### src/rtl/quad_decoder.sv
// Quadrature decoder: synchronises and glitch-filters qa/qb/idx, then decodes
// legal Gray-code transitions into step pulses, direction and a wrapping position.
module quad_decoder #(
    parameter int CNT_WIDTH   = 4,
    parameter int FILT_LEN    = 3,
    parameter int SYNC_STAGES = 2
) (
    input  logic                 clk,
    input  logic                 rst_n,
    input  logic                 enable,
    input  logic                 qa,
    input  logic                 qb,
    input  logic                 idx,
    input  logic [CNT_WIDTH-1:0] load_value,
    input  logic                 clear_err,
    output logic                 step_en,
    output logic                 up_down_n,
    output logic [CNT_WIDTH-1:0] position,
    output logic                 err
);

    localparam int FCW         = $clog2(FILT_LEN + 1);
    localparam int INIT_CYCLES = SYNC_STAGES + FILT_LEN + 1;
    localparam int ICW         = $clog2(INIT_CYCLES + 1);

    typedef enum logic {
        ST_INIT,
        ST_RUN
    } state_t;

    // bit 0 = qa, bit 1 = qb, bit 2 = idx
    logic [2:0] w_raw;
    logic [2:0] w_filt;

    assign w_raw = {idx, qb, qa};

    generate
        for (genvar gi = 0; gi < 3; gi++) begin : g_in
            logic [SYNC_STAGES-1:0] r_sync;
            logic [FCW-1:0]         r_fcnt;
            logic                   r_filt;
            logic                   w_synced;

            assign w_synced  = r_sync[SYNC_STAGES-1];
            assign w_filt[gi] = r_filt;

            // A new level is accepted only after FILT_LEN consecutive differing samples.
            always_ff @(posedge clk or negedge rst_n) begin
                if (!rst_n) begin
                    r_sync <= '0;
                    r_fcnt <= '0;
                    r_filt <= 1'b0;
                end else begin
                    r_sync <= {r_sync[SYNC_STAGES-2:0], w_raw[gi]};
                    if (w_synced != r_filt) begin
                        if (r_fcnt == FCW'(FILT_LEN - 1)) begin
                            r_filt <= w_synced;
                            r_fcnt <= '0;
                        end else begin
                            r_fcnt <= r_fcnt + 1'b1;
                        end
                    end else begin
                        r_fcnt <= '0;
                    end
                end
            end
        end
    endgenerate

    // Gray phase 00,01,11,10 -> ordinal 0,1,2,3
    function automatic logic [1:0] gray2bin(input logic [1:0] g);
        return {g[1], g[1] ^ g[0]};
    endfunction

    state_t               r_state, w_state_next;
    logic [ICW-1:0]       r_init_cnt, w_init_cnt_next;
    logic [1:0]           r_prev_ab, w_prev_ab_next;
    logic                 r_prev_idx, w_prev_idx_next;
    logic                 r_step, w_step_next;
    logic                 r_dir, w_dir_next;
    logic [CNT_WIDTH-1:0] r_pos, w_pos_next;
    logic                 r_err, w_err_next;
    logic [1:0]           w_cur_ab;
    logic [1:0]           w_delta;

    assign w_cur_ab = {w_filt[0], w_filt[1]};
    assign w_delta  = gray2bin(w_cur_ab) - gray2bin(r_prev_ab);

    always_ff @(posedge clk or negedge rst_n) begin
        if (!rst_n) begin
            r_state    <= ST_INIT;
            r_init_cnt <= '0;
            r_prev_ab  <= 2'b00;
            r_prev_idx <= 1'b0;
            r_step     <= 1'b0;
            r_dir      <= 1'b1;
            r_pos      <= '0;
            r_err      <= 1'b0;
        end else begin
            r_state    <= w_state_next;
            r_init_cnt <= w_init_cnt_next;
            r_prev_ab  <= w_prev_ab_next;
            r_prev_idx <= w_prev_idx_next;
            r_step     <= w_step_next;
            r_dir      <= w_dir_next;
            r_pos      <= w_pos_next;
            r_err      <= w_err_next;
        end
    end

    always_comb begin
        w_state_next    = r_state;
        w_init_cnt_next = r_init_cnt;
        w_prev_ab_next  = r_prev_ab;
        w_prev_idx_next = r_prev_idx;
        w_step_next     = 1'b0;
        w_dir_next      = r_dir;
        w_pos_next      = r_pos;
        w_err_next      = clear_err ? 1'b0 : r_err;

        case (r_state)
            ST_INIT: begin
                // Wait for the sync/filter pipeline to settle before trusting prev values.
                if (r_init_cnt == ICW'(INIT_CYCLES - 1)) begin
                    w_prev_ab_next  = w_cur_ab;
                    w_prev_idx_next = w_filt[2];
                    w_init_cnt_next = '0;
                    w_state_next    = ST_RUN;
                end else begin
                    w_init_cnt_next = r_init_cnt + 1'b1;
                end
            end
            ST_RUN: begin
                // prev tracks even while disabled so re-enabling never yields a stale step.
                w_prev_ab_next  = w_cur_ab;
                w_prev_idx_next = w_filt[2];
                if (enable) begin
                    case (w_delta)
                        2'd1: begin
                            w_step_next = 1'b1;
                            w_dir_next  = 1'b1;
                            w_pos_next  = r_pos + 1'b1;
                        end
                        2'd3: begin
                            w_step_next = 1'b1;
                            w_dir_next  = 1'b0;
                            w_pos_next  = r_pos - 1'b1;
                        end
                        2'd2:    w_err_next = 1'b1;
                        default: ;
                    endcase
                    if (w_filt[2] && !r_prev_idx) begin
                        w_pos_next = load_value;
                    end
                end
            end
            default: w_state_next = ST_INIT;
        endcase
    end

    assign step_en   = r_step;
    assign up_down_n = r_dir;
    assign position  = r_pos;
    assign err       = r_err;

endmodule

### config.mk
export PLATFORM = sky130hd
export DESIGN_NAME = quad_decoder
export DESIGN_NICKNAME = d
export VERILOG_FILES = /design/src/rtl/quad_decoder.sv
export SDC_FILE = /design/constraint.sdc
export NUM_CORES = 1
export LEC_CHECK = 0
export CAP_MARGIN = 10
export CORE_ASPECT_RATIO = 0.75
export CORE_MARGIN = 10
export CORE_UTILIZATION = 60
export DETAILED_ROUTE_END_ITERATION = 8
export DONT_BUFFER_PORTS = 1
export GPL_ROUTABILITY_DRIVEN = 0
export GPL_TIMING_DRIVEN = 0
export PLACE_DENSITY = 0.82
export RECOVER_POWER = 50
export SETUP_SLACK_MARGIN = 0.02
export SLEW_MARGIN = 20
export SYNTH_ARGS = -nofsm -noshare
export SYNTH_HDL_FRONTEND = slang
export SYNTH_SLANG_ARGS = --single-unit
### constraint.sdc
create_clock -name clk -period 6.5 [get_ports clk]
set_input_delay 1.3 -clock clk [delete_from_list [all_inputs] [get_ports clk]]
set_output_delay 1.3 -clock clk [all_outputs]
set_load 0.02 [all_outputs]
== Word-level counts from Yosys, hierarchy flattened ==
Cells that the tools add are included.

* Bits of input ports: 11
* Register bits after elaboration: 29
* Output and inout port bits: 7
* Logic and storage cells: 71

* Muxes and demuxes: 23
* $add $sub $neg: 7
* Bitwise logic cells: 3
* Equal/unequal tests: 11
* Reductions and logical operators: 10

{| class="wikitable"
|+ Operator list
! operator !! count
|-
| $mux W2 || 7
|-
| $eq A2 B2 Y1 const B || 5
|-
| $mux W1 || 10
|-
| $pmux W4 S2 || 1
|-
| $add A2 B1 Y2 const B || 3
|-
| $reduce_and A2 Y1 || 3
|-
| $reduce_and A3 Y1 || 2
|-
| $add A4 B1 Y4 const B || 1
|-
| $mux W4 || 1
|-
| $pmux W1 S2 || 2
|-
| $pmux W2 S2 || 1
|-
| $sub A4 B1 Y4 const B || 1
|-
| $add A3 B1 Y3 const B || 1
|-
| $eq A3 B3 Y1 const B || 1
|-
| $mux W3 || 1
|-
| $ne A1 B1 Y1 || 3
|-
| $reduce_bool A3 Y1 || 1
|-
| $eq A2 B1 Y1 const B || 1
|-
| $ne A2 B2 Y1 const B || 1
|-
| $reduce_bool A2 Y1 || 1
|-
| $reduce_or A2 Y1 || 1
|-
| $sub A2 B2 Y2 || 1
|-
| $xor A1 B1 Y1 || 2
|-
| $logic_and A1 B1 Y1 || 1
|-
| other kinds (2) || 2
|}

== Logic depth before layout (Yosys ltp) ==
* Word-level depth: 7
* Depth in mapped cells: 9
* Gate-level depth less buffers: 9

== Worst setup path before layout ==
Ideal clock, no wire load.

* Path type: register to register
* Start: register g_in[0].r_filt
* End: register r_pos[2] (netlist: position[2])
* Cell stages (with the launch flop): 10
* Data required time: 6.431 ns
* Setup slack: 4.078 ns
* Arrival time: 2.353 ns
* Cell sequence: dfrtp_1 xnor2_1 ha_1 xnor3_2 nor2_1 xor2_1 ha_1 or4_1 a2111o_1 nand3_1

* Word-level cells in the longest chain between the ends: 5

{| class="wikitable"
|+ RTL lines
! what !! RTL line !! source
|-
| start, declared || 41 || <nowiki>logic r_filt;</nowiki>
|-
| start signal, assigned || 57 || <nowiki>r_filt <= w_synced;</nowiki>
|-
| $xor A1 B1 Y1 || 72 || <nowiki>return {g[1], g[1] ^ g[0]};</nowiki>
|-
| $sub A2 B2 Y2 * || 87 || <nowiki>assign w_delta = gray2bin(w_cur_ab) - gray2bin(r_prev_ab);</nowiki>
|-
| $eq A2 B2 Y1 or $eq A2 B1 Y1 (tied branches) || 138 || <nowiki>case (w_delta)</nowiki>
|-
| $pmux W4 S2 or $reduce_bool A3 Y1 (tied branches) || -- ||
|-
| $mux W4 or $reduce_and A3 Y1 (tied branches) || -- ||
|-
| end signal, assigned || 106 || <nowiki>r_pos <= w_pos_next;</nowiki>
|-
| end, declared || 81 || <nowiki>logic [CNT_WIDTH-1:0] r_pos, w_pos_next;</nowiki>
|}

Every way passes the cells marked *; elsewhere a longest branch is shown, timed or not.
A chain may end at the register's enable or synchronous reset.

== Worst setup path in the final report ==
Same ends and word-level chain as after synthesis.

==> summary.md <==
| Metric | Value |
|---|---|
| Die Ht | `58.9 um` |
| Layout Cells excl Fill | `127` |
| Number of synthesis warnings | `0` |
| Placement Cell Area | `between 1000 and 1500 um^2` |
| Dpl cells | `between 100 and 150` |
| Number of clock sinks | `29` |
| Peak supply drop | `about 320 uV` |
| IO Pins | `18` |
| RSZ-0062 raised after global routing | `no` |
| Synth Area in Adders | `2.07%` |
| Root buf cell | `clkbuf_4` |
| Max cap viols | `0` |
| Post-synthesis simple-gate area fraction | `13.8%` |
| CTS tree | `done` |
| Setup TNS | `0 ns` |
| Die ar. | `approximately 4200 um^2` |
| Seq/Total Area, Yosys | `60.2%` |
| Sw Pwr | `0.294 mW` |
| GR Overflow Total | `0` |
| Leading cell type in the layout, fill and taps excluded | `dfrtp_1` |
| Chip width | `slightly above 70 um` |
| Average cell area after synthesis | `approximately 12 um^2` |
| Power Internal | `~0.45 mW` |
| Crit path max-delay family | `simple AND/OR/NAND/NOR gates` |
| IO buf count | `0` |
| Slew margin rel. | `between 60% and 70%` |
| First-pass GRT wire length | `around 3.5 mm` |
| Tot GR Track Use | `between 10% and 20%` |
| CP cell instances | `xnor2_1, ha_1, xnor3_2, nor2_1, xor2_1, ha_1, or4_1, a2111o_1, nand3_1` |
| Layout cell share with drive strength beyond 1 | `13.3%` |
| Fin util | `71.6%` |
| WP data arrival | `about 2.9 ns` |
| Starting density of the core | `approximately two thirds` |
| Number of synthesized flops with an enable pin | `0` |
| Fillers | `137` |
| Worst setup EP type | `flop` |
| Pwr Total | `approximately 0.74 mW` |
| Critical Path Start Type | `flop` |
| Worst Path Max Fanout | `7` |
| H-tree Lvls | `2` |
| Tmin final | `2.58 ns` |
| Switching Share | `between 30% and 40%` |
| Clock power frac | `between 15 and 20%` |
| Remaining antenna violation count | `0` |
| Antenna violations before repair | `0` |
| Synth Instances | `97` |
| CTS Buf Count | `5` |
| Core box area | `~1800 um^2` |
| Worst-Margin Slew | `0.464 ns` |
| Via Count | `a little over 700` |
| Worst hold path type | `flop to flop` |
| Post-DP HPWL | `1.44 mm` |
| Post-route DRC | `0` |
| Final instance area | `roughly 1300 um^2` |
| Combinational Power Share | `between 40% and 50%` |
| Synth Flop Type | `dfrtp_1` |
| Vias in the first global route | `around 750` |
| Sequential Area | `roughly 730 um^2` |
| Worst Path Required | `a little under 7 ns` |
| Worst path bufs/invs | `0` |
| FFs w/ async S/R, synth | `100%` |
| Final setup margin | `3.92 ns` |
| Largest family of logic cells by synthesized area | `simple AND/OR/NAND/NOR gates` |
| Rows | `13` |
| Post-CTS Setup Inserts | `0` |
| Setup violators final | `0` |
| XOR/XNOR Fraction of Synth Area | `under 10%` |
| Min Hold Slack | `0.359 ns` |
| Most frequent cells in the layout | `dfrtp_1, nand2_1` |
| Status | `finished, final reports clean` |
| Post-Syn Area | `~1200 um^2` |
| Final hold vios | `0` |
| CP max-delay cell | `or4_1` |
| # resized after CTS | `0` |
| Seq pwr share | `approximately 43%` |
| Final cycle utilization of the critical path | `39.8%` |
| Synth unique cells | `28` |
| Via density | `between 5 and 6` |
| Post-synthesis mux area share | `a little over 8%` |
| Nets | `around 120` |
| Seq cells post-synth | `29` |
| F_max | `0.387 GHz` |
| Starting DRT DRC Count | `23` |
| Area of the multi-input gates | `approximately 460 um^2` |
| Crit Path Category | `flop to flop` |
| Synth-to-Final Area Change | `8.08%` |
| Syn nets | `110` |
| Static leakage | `0.568 nW` |
| DR WL/cell | `15.8 um` |
| Pwr Density | `568 nW/um^2` |
| Cell mode on critical path | `ha_1` |
| Longest Clk Path Bufs | `2` |
| Pins Over Slew Limit | `0` |
| TritonRoute pass-1 iters | `4` |
| Setup WS pre-CTS | `roughly 4 ns` |
| Skew-Pair Late Insertion Delay | `about 0.32 ns` |
| Largest net degree at the start of global routing | `30` |
| Fraction of the mapped netlist area in compound gates | `around 7.2%` |
| Crit-path max cell delay | `0.49 ns` |
| CTS Hold Bufs | `0` |
| Worst-path clk slew | `roughly 0.090 ns` |
| Total Wirelength | `between 2 and 2.5 mm` |
| Clock skew | `about 0.0025 ns` |
| Number of diodes | `0` |
-- metal layers --
| metal | global-route usage, % | vias up | wire length (um) |
|---|---|---|---|
| met5 | 0 | - | 0 |
| met3 | 7.20 | 2 | 150 |
| met1 | 11.3 | 349 | 886 |
| met2 | 17.0 | 17 | 941 |
| met4 | 6.61 | 0 | 22 |
| li1 | - | 358 | - |
-- final timing paths --
kind,start,to,slack (ns),depth (start not counted)
worst max-delay path,g_in[0].r_filt,position[2],3.92,9
worst min-delay path,g_in[1].r_sync[0],g_in[1].r_sync[1],0.36,0
worst max register to register,g_in[0].r_filt,position[2],3.92,9
worst min register to register,g_in[1].r_sync[0],g_in[1].r_sync[1],0.36,0
max in group asynchronous,rst_n,up_down_n,5.66,0
min in group asynchronous,rst_n,position[0],0.66,0
-- synth_stat cells (2+ instances only) --
cell type	count	area [um^2]
nand4_1	2	12.5
o21ai_0	3	15.0
nor3b_1	3	22.5
nor2_1	3	11.3
nand2b_1	2	12.5
o21ai_1	2	10.0
nand3_1	3	15.0
ha_1	2	25.0
xnor2_1	5	43.8
mux2i_1	2	20.0
mux2_2	4	45.0
dfrtp_1	28	701
nor3_1	5	25.0
nor2b_1	4	25.0
inv_1	5	18.8
xor2_1	2	17.5
a2111o_1	2	22.5
a21oi_1	2	10.0
nand2_1	6	22.5
mux2_1	3	33.8
or3_1	2	12.5
-- worst reg2reg max path, cell delays in order, from the launching register on --
cell      delay, ns
dfrtp_1        0.44
xnor2_1        0.18
ha_1           0.17
xnor3_2        0.31
nor2_1         0.15
xor2_1         0.09
ha_1           0.20
or4_1          0.49
a2111o_1       0.42
nand3_1        0.08
-- final cells by class --
class                   instances  area share, %
clock buffers                   7           4.99
well taps                      22           2.11
inverters                       5           1.44
clock inverters                 1          0.384
flip-flops and latches         29           55.7
multi-input cells              63           35.4
-- sequential cells by signal (all words and copies together) (netlist names), 2 cells and up --
register     count
g_in.r_fcnt      6
g_in.r_filt      3
g_in.r_sync      6
position         4
r_init_cnt       3
r_prev_ab        2
-- logic make-up (layout without fill, tap and decap cells) --
| family | Yosys count | count (layout) |
|---|---|---|
| simple gates | 31 | 31 |
| flops | 29 | 29 |
| compound gates | 13 | 13 |
| mux | 9 | 9 |
| xor+xnor | 8 | 8 |
| buf+inv | 5 | 13 |
| fa+ha+maj | 2 | 2 |
-- power by group through the flow --
stage	sequential, mW	combinational [mW]	clock (mW)
2_1_floorplan	0.307	0.246	0
3_3_place_gp	0.318	0.284	0
3_5_place_dp	0.322	0.300	0
4_1_cts	0.319	0.301	0.127
5_1_grt	0.329	0.348	0.133
6_report	0.319	0.301	0.122
Power figures use the tool's default switching activity.
